### src/rtl/cpu_csr_unit.sv
// rtl/cpu_csr_unit.sv - supervisor/user CSR unit: counters, interrupt select, trap entry/return, trap targets
// Optional feature macro: CSR_VECTORED_EN (stvec bit0 writable, vectored interrupt targets).
module cpu_csr_unit #(
  parameter int HPM_COUNT = 4,
  parameter int CNT_WIDTH = 64
) (
  input  logic                                       clk,
  input  logic                                       rst,
  input  logic [11:0]                                csr_addr,
  input  logic [1:0]                                 csr_op,
  input  logic [31:0]                                csr_wdata,
  output logic [31:0]                                csr_rdata,
  output logic                                       csr_illegal,
  input  logic                                       inst_tick,
  input  logic                                       timer_tick,
  input  logic                                       ext_intr,
  input  logic [(HPM_COUNT > 0 ? HPM_COUNT : 1)-1:0] hpm_event,
  input  logic                                       trap_enter,
  input  logic                                       trap_is_intr,
  input  logic [4:0]                                 trap_code,
  input  logic [31:0]                                trap_pc,
  input  logic [31:0]                                trap_value,
  input  logic                                       trap_return,
  output logic [31:0]                                trap_target,
  output logic [31:0]                                return_target,
  output logic                                       intr_pending,
  output logic [4:0]                                 intr_code,
  output logic                                       priv_s
);

  localparam int NCNT = HPM_COUNT + 3;
  localparam int HPM_DEPTH = (HPM_COUNT > 0) ? HPM_COUNT : 1;
  localparam logic [1:0] OP_NONE = 2'b00;
  localparam logic [1:0] OP_RW = 2'b01;
  localparam logic [1:0] OP_RS = 2'b10;
  localparam logic [1:0] OP_RC = 2'b11;
  localparam logic [31:0] SIE_MASK = 32'h0000_0222;
  localparam logic [31:0] SIP_SW_MASK = 32'h0000_0022;
  localparam logic [63:0] SCEN_MASK64 = (64'd1 << NCNT) - 64'd1;
  localparam logic [31:0] SCEN_MASK = SCEN_MASK64[31:0];
`ifdef CSR_VECTORED_EN
  localparam logic [31:0] STVEC_MASK = 32'hFFFF_FFFD;
`else
  localparam logic [31:0] STVEC_MASK = 32'hFFFF_FFFC;
`endif

  logic                 sie_b, spie, spp;
  logic [31:0]          sie_r, stvec_r, scounteren_r, sscratch_r, sepc_r, scause_r, stval_r, sip_sw;
  logic                 ext_q;
  logic [CNT_WIDTH-1:0] cycle_cnt, time_cnt, instret_cnt;
  logic [CNT_WIDTH-1:0] hpm_cnt [HPM_DEPTH];

  logic [31:0]          sstatus_val, sip_val, old_val, new_val, pend, tvec_base;
  logic                 csr_exists, cnt_hit, wr_intent, wr_en;
  logic [4:0]           cnt_idx;
  logic [CNT_WIDTH-1:0] cnt_sel;
  logic [63:0]          cnt_ext;

  assign sstatus_val = {23'd0, spp, 2'b00, spie, 3'b000, sie_b, 1'b0};
  assign sip_val = sip_sw | {22'd0, ext_q, 9'd0};
  assign cnt_idx = csr_addr[4:0];
  assign cnt_hit = (csr_addr[11:8] == 4'hC) && (csr_addr[6:5] == 2'b00) &&
                   ({1'b0, csr_addr[4:0]} < 6'(NCNT));
  assign return_target = sepc_r;

  // Decode the addressed CSR into its current value and whether it is implemented
  always_comb begin
    old_val = 32'd0;
    csr_exists = 1'b0;
    cnt_sel = '0;
    case (cnt_idx)
      5'd0: cnt_sel = cycle_cnt;
      5'd1: cnt_sel = time_cnt;
      5'd2: cnt_sel = instret_cnt;
      default: begin
        for (int k = 0; k < HPM_COUNT; k++) begin
          if (cnt_idx == 5'(k + 3)) cnt_sel = hpm_cnt[k];
        end
      end
    endcase
    cnt_ext = 64'(cnt_sel);
    if (cnt_hit) begin
      csr_exists = 1'b1;
      old_val = csr_addr[7] ? cnt_ext[63:32] : cnt_ext[31:0];
    end else begin
      csr_exists = 1'b1;
      case (csr_addr)
        12'h100: old_val = sstatus_val;
        12'h104: old_val = sie_r;
        12'h105: old_val = stvec_r;
        12'h106: old_val = scounteren_r;
        12'h140: old_val = sscratch_r;
        12'h141: old_val = sepc_r;
        12'h142: old_val = scause_r;
        12'h143: old_val = stval_r;
        12'h144: old_val = sip_val;
        default: csr_exists = 1'b0;
      endcase
    end
  end

  // Access checking, read data and the read-modify-write result
  always_comb begin
    wr_intent = (csr_op == OP_RW) || (csr_wdata != 32'd0);
    csr_illegal = (csr_op != OP_NONE) &&
                  (!csr_exists ||
                   (!priv_s && csr_addr[9:8] == 2'b01) ||
                   (cnt_hit && !priv_s && !scounteren_r[cnt_idx]) ||
                   (csr_addr[11:10] == 2'b11 && wr_intent));
    csr_rdata = (csr_op != OP_NONE && !csr_illegal) ? old_val : 32'd0;
    case (csr_op)
      OP_RW:   new_val = csr_wdata;
      OP_RS:   new_val = old_val | csr_wdata;
      OP_RC:   new_val = old_val & ~csr_wdata;
      default: new_val = old_val;
    endcase
    wr_en = (csr_op != OP_NONE) && !csr_illegal && !trap_enter && !trap_return;
  end

  // Free-running and event counters; they wrap naturally at CNT_WIDTH
  always_ff @(posedge clk) begin
    if (rst) begin
      cycle_cnt <= '0;
      time_cnt <= '0;
      instret_cnt <= '0;
      for (int k = 0; k < HPM_DEPTH; k++) hpm_cnt[k] <= '0;
    end else begin
      cycle_cnt <= cycle_cnt + CNT_WIDTH'(1);
      if (timer_tick) time_cnt <= time_cnt + CNT_WIDTH'(1);
      if (inst_tick) instret_cnt <= instret_cnt + CNT_WIDTH'(1);
      for (int k = 0; k < HPM_COUNT; k++) begin
        if (hpm_event[k]) hpm_cnt[k] <= hpm_cnt[k] + CNT_WIDTH'(1);
      end
    end
  end

  // CSR writes, timer pending set, and trap entry/return state (trap_enter wins)
  always_ff @(posedge clk) begin
    if (rst) begin
      priv_s <= 1'b1;
      sie_b <= 1'b0;
      spie <= 1'b0;
      spp <= 1'b0;
      sie_r <= '0;
      stvec_r <= '0;
      scounteren_r <= '0;
      sscratch_r <= '0;
      sepc_r <= '0;
      scause_r <= '0;
      stval_r <= '0;
      sip_sw <= '0;
      ext_q <= 1'b0;
    end else begin
      ext_q <= ext_intr;
      if (wr_en) begin
        case (csr_addr)
          12'h100: begin
            sie_b <= new_val[1];
            spie <= new_val[5];
            spp <= new_val[8];
          end
          12'h104: sie_r <= new_val & SIE_MASK;
          12'h105: stvec_r <= new_val & STVEC_MASK;
          12'h106: scounteren_r <= new_val & SCEN_MASK;
          12'h140: sscratch_r <= new_val;
          12'h141: sepc_r <= new_val & 32'hFFFF_FFFC;
          12'h142: scause_r <= new_val;
          12'h143: stval_r <= new_val;
          12'h144: sip_sw <= new_val & SIP_SW_MASK;
          default: ;
        endcase
      end
      if (timer_tick) sip_sw[5] <= 1'b1;
      if (trap_enter) begin
        sepc_r <= {trap_pc[31:2], 2'b00};
        scause_r <= {trap_is_intr, 26'd0, trap_code};
        stval_r <= trap_value;
        spp <= priv_s;
        spie <= sie_b;
        sie_b <= 1'b0;
        priv_s <= 1'b1;
      end else if (trap_return) begin
        priv_s <= spp;
        sie_b <= spie;
        spie <= 1'b1;
        spp <= 1'b0;
      end
    end
  end

  // Interrupt priority (9 > 1 > 5) and trap handler address
  always_comb begin
    pend = sip_val & sie_r;
    intr_pending = (|pend) && (!priv_s || sie_b);
    if (pend[9]) intr_code = 5'd9;
    else if (pend[1]) intr_code = 5'd1;
    else if (pend[5]) intr_code = 5'd5;
    else intr_code = 5'd0;
    tvec_base = {stvec_r[31:2], 2'b00};
`ifdef CSR_VECTORED_EN
    trap_target = (stvec_r[0] && trap_is_intr) ? tvec_base + {25'd0, trap_code, 2'b00} : tvec_base;
`else
    trap_target = tvec_base;
`endif
  end

endmodule

### config.mk
export PLATFORM = sky130hd
export DESIGN_NAME = cpu_csr_unit
export DESIGN_NICKNAME = d
export VERILOG_FILES = /design/src/rtl/cpu_csr_unit.sv
export SDC_FILE = /design/constraint.sdc
export NUM_CORES = 2
export LEC_CHECK = 0
export ABC_AREA = 1
export BUFFER_PORTS_ARGS = -buffer_cell sky130_fd_sc_hd__clkbuf_2
export CAP_MARGIN = 15
export CORE_MARGIN = 1
export CORE_UTILIZATION = 25
export DETAILED_ROUTE_END_ITERATION = 8
export GPL_TIMING_DRIVEN = 0
export PLACE_DENSITY = 0.5
export SLEW_MARGIN = 0
export SYNTH_ARGS = -nofsm -noshare
export SYNTH_HDL_FRONTEND = slang
export SYNTH_SLANG_ARGS = --single-unit
### constraint.sdc
create_clock -name clk -period 3.05 [get_ports clk]
set_input_delay 0.305 -clock clk [delete_from_list [all_inputs] [get_ports clk]]
set_output_delay 0.305 -clock clk [all_outputs]
set_load 0.05 [all_outputs]
==> flow_summary.yaml <==
timing:
  fin_crit_sh_pct: 101
  period_minus_ws_final_ps: 3090
  setup_slack_ps: -44.8
  slew_violations: 0
  rsz0062_at_grt: "true"
  worst_slew_pin_slew_ps: 1280
  max-slew-margin-rel_pct: 14.4
  finalClockSkew_ps: 74.4
  setup_viol: 5
  setup_tns_ps: -118
  timing.fmax_mhz: 323
  hold_viol_final: 0
detailed_routing:
  route.detailed.wl_per_inst_um: 23.4
  vias: 45404
  drt_first_iter_violations: 5293
  avgViaCountPerCell: 5.17
  iteration_count_of_the_initial_detailed_routing_pass: 6
  routed_wirelength_um: 205000
  final_antenna_net_count: 0
  post-route-drc-count: 0
logic_synthesis:
  count_leader_synth: "nand2_1"
  synthFlopType: "dfxtp_1"
  syn_area_sq_um: 40000
  ys_seq_area_share_pct: 37.5
  synth-async-reset-ratio_pct: 0
  yosys.area.top_type: "edfxtp_1"
  mean_instance_size_in_the_synthesized_netlist_sq_um: 6.40
  yosysWarningCount: 0
  syn_inst: 6242
  synthTopCellsByCount: "1560 x nand2_1, 1116 x nor2_1, 701 x inv_1, 407 x a21oi_1, 368 x nor3_1"
  netlist_top_cells_area: "edfxtp_1 19%, dfxtp_1 18%, nand2_1 15%, nor2_1 10%, inv_1 6.6%"
  synth-edff-count: 256
  synth-seq-cells: 621
  synth_largest_type_area_fraction_pct: 19.2
  synth.distinct_cells: 53
placed_design:
  hpwlAfterDp_um: 165000
  place.gp.congestion: 1.02
  dpl_cell_area_sq_um: 43800
  port_buffer_cells: 220
floorplan:
  row_count: 146
  floorplan.die_area_sq_um: 161000
  die_y_um: 402
  starting_density_of_the_core_pct: 25.2
  pin_count: 231
  die-width_um: 402
  design.core.area_sq_um: 159000
setup_path:
  critical_path_class: "in -> out"
  timing.critical_path.max_delay_family: "simple AND/OR/NAND/NOR gates"
  setup.worst_path.end_class: "primary output"
  cp-start-kind: "input port"
  critical_path_peak_fanout: 10
  timing.critical_path.required_ps: 2740
  path_depth: 15
  critPathMaxStageDelay_ps: 290
  crit_arrival_ps: 2790
  critPathMostFrequentCell: "nand2_1"
  cpMaxStageDelayCell: "nor2_1"
  cp_num_buf_inv: 5
  worstRegToRegCells: 12
  critical_path.cell_chain: "buf_2 -> clkinv_4 -> nand2_4 -> nor2_4 -> buf_12 -> buf_2 -> nand2_1 -> nand2_1 -> nor2_1 -> nand2_1 -> nand2_1 -> nand2_1 -> nand2_1 -> a21oi_2 -> buf_4"
cells_and_area:
  final_layout_size_suffix_gt1_share_pct: 10.3
  area_growth_pct: 21.6
  total_nets_final: 6783
  fillerInstances: 17702
  antenna_cell_count: 0
  finish.instance_area_sq_um: 48600
grt:
  grt_usage_pct: 24.5
  gr-total-overflow: 0
  number_of_antenna_violations_at_the_first_check_in_global_routing: 7
  vias_in_the_first_global_route: 40970
  grt_pass1_wl_um: 289000
  grt_start_max_net_pins: 65
cts:
  clock_transition_at_the_registers_of_the_reported_paths_ps: 60
  clockBufferDepth: 3
  worstSkewPairLatency_ps: 730
  tritoncts: "done"
  numCtsBuffers: 83
  htree_num_levels: 3
  cts_root_buf: "clkbuf_16"
  cts_num_sinks: 621
pwr:
  design_power_total_uw: 21900
  highest_ir_drop_seen_on_vdd_mv: 0.397
  power.leakage_uw: 0.0183
  power_density_cells_nw_per_um2: 451
worst_hold_path:
  hold-path-cell-count: 5
  hp-class: "in -> reg"
run_status:
  failing_checks: "negative setup slack"
  outcome: "finished with violations"
run:
  drv.max_cap_violation_count: 0
-- layer usage --
metal	GRT usage (%)	up-vias	wire length, um
met2	36.6	2184	86700
met4	9.06	8	7880
met5	0	-	49
met3	3.86	357	18100
met1	35.2	21582	92600
li1	-	21273	-
-- metrics by stage --
| stage | cells | setup WS, ps | hold slack (ps) | utilization (%) |
|---|---|---|---|---|
| after floorplan | 6247 | 316 | 412 | - |
| after global placement | 8539 | -3580 | 442 | 27.5 |
| after detailed placement | 8542 | -944 | 456 | 27.6 |
| after CTS | 8776 | -27.0 | 22.7 | 30.3 |
| after global routing | 8787 | -43.1 | 40.4 | 30.6 |
| final | 8787 | -44.8 | 59.4 | 30.6 |
-- flip-flops by register name (all words and copies together) (netlist names), 7 cells and up --
signal and count:
stval_r 32, sscratch_r 32, time_cnt 64, return_target 30
stvec_r 30, scounteren_r 7, instret_cnt 64, scause_r 32
cycle_cnt 64, hpm_cnt 256
-- worst register-to-register path, cell delays in order (launching register included) --
cell      delay (ps)
edfxtp_1         490
ha_1             250
nand3_1          120
inv_1            120
nand2_1          120
inv_1            120
nand4_1          270
nor2_2           280
inv_1            150
nor3b_4          270
nand3_1          220
nor3_1           210
nor3b_1           70
-- cell type report --
| type | count | area (sq um) | area share [%] |
|---|---|---|---|
| Buffer | 219 | 1070 | 2.20 |
| Clock buffer | 112 | 2360 | 4.86 |
| Clock inverter | 39 | 488 | 1.00 |
| Inverter | 721 | 2730 | 5.61 |
| Multi-Input combinational cell | 4684 | 22100 | 45.5 |
| Sequential cell | 621 | 15000 | 30.9 |
| Tap cell | 2072 | 2590 | 5.34 |
| Timing Repair Buffer | 319 | 2260 | 4.65 |
-- timing repair --
action                                  4_1_cts  5_1_grt
hold endpoints to repair                     70        0
pin swaps                                     6       23
hold buffers                                 69        0
gates resized for setup                     178      159
buffers inserted                             15       12
endpoints found under the setup margin      246       89
-- kinds of logic (layout without fill, tap and decap cells) --
kind of cell / Yosys count / count (layout) / share of synthesized area, %
flops: 621 / 621 / 37.5
compound gates: 864 / 864 / 11.3
fa+ha+maj: 7 / 7 / 0.219
simple gates: 3699 / 3699 / 39.5
other cells: 1 / 6 / 0.00938
buf+inv: 942 / 1410 / 9.18
xor+xnor: 108 / 108 / 2.37
-- power by group --
group | internal (uW) | switching, uW | leakage [uW]
registers | 8960 | 398 | 0.00579
logic | 568 | 1590 | 0.0111
clock network | 6000 | 4380 | 0.00139
total | 15500 | 6370 | 0.0183
-- worst paths after layout --
| kind | start | endpoint | slack, ps |
|---|---|---|---|
| worst max-delay path | csr_addr[4] | csr_rdata[12] | -40 |
| worst min-delay path | trap_value[0] | stval_r[0] | 60 |
| worst max register to register | hpm_cnt[3][0] | hpm_cnt[3][62] | 110 |
| worst min register to register | time_cnt[35] | time_cnt[35] | 470 |
-- cell usage in the layout (no fill, tap or decap), drive strengths merged, types with 11 or more instances in the layout --
master and n:
o21ai 385, nand4 141, nand2 1564, nor3 371, inv 719, buf 135, dfxtp 365, nor3b 47
xnor2 29, a31oi 11, dlygate4sd3 69, clkinv 32, clkbuf 446, xor2 79, o21a 17, a21oi 407
nor2 1134, nand3 323, edfxtp 256, nor4 69, nand3b 29
Note: power is estimated with default switching activity, not from simulation.
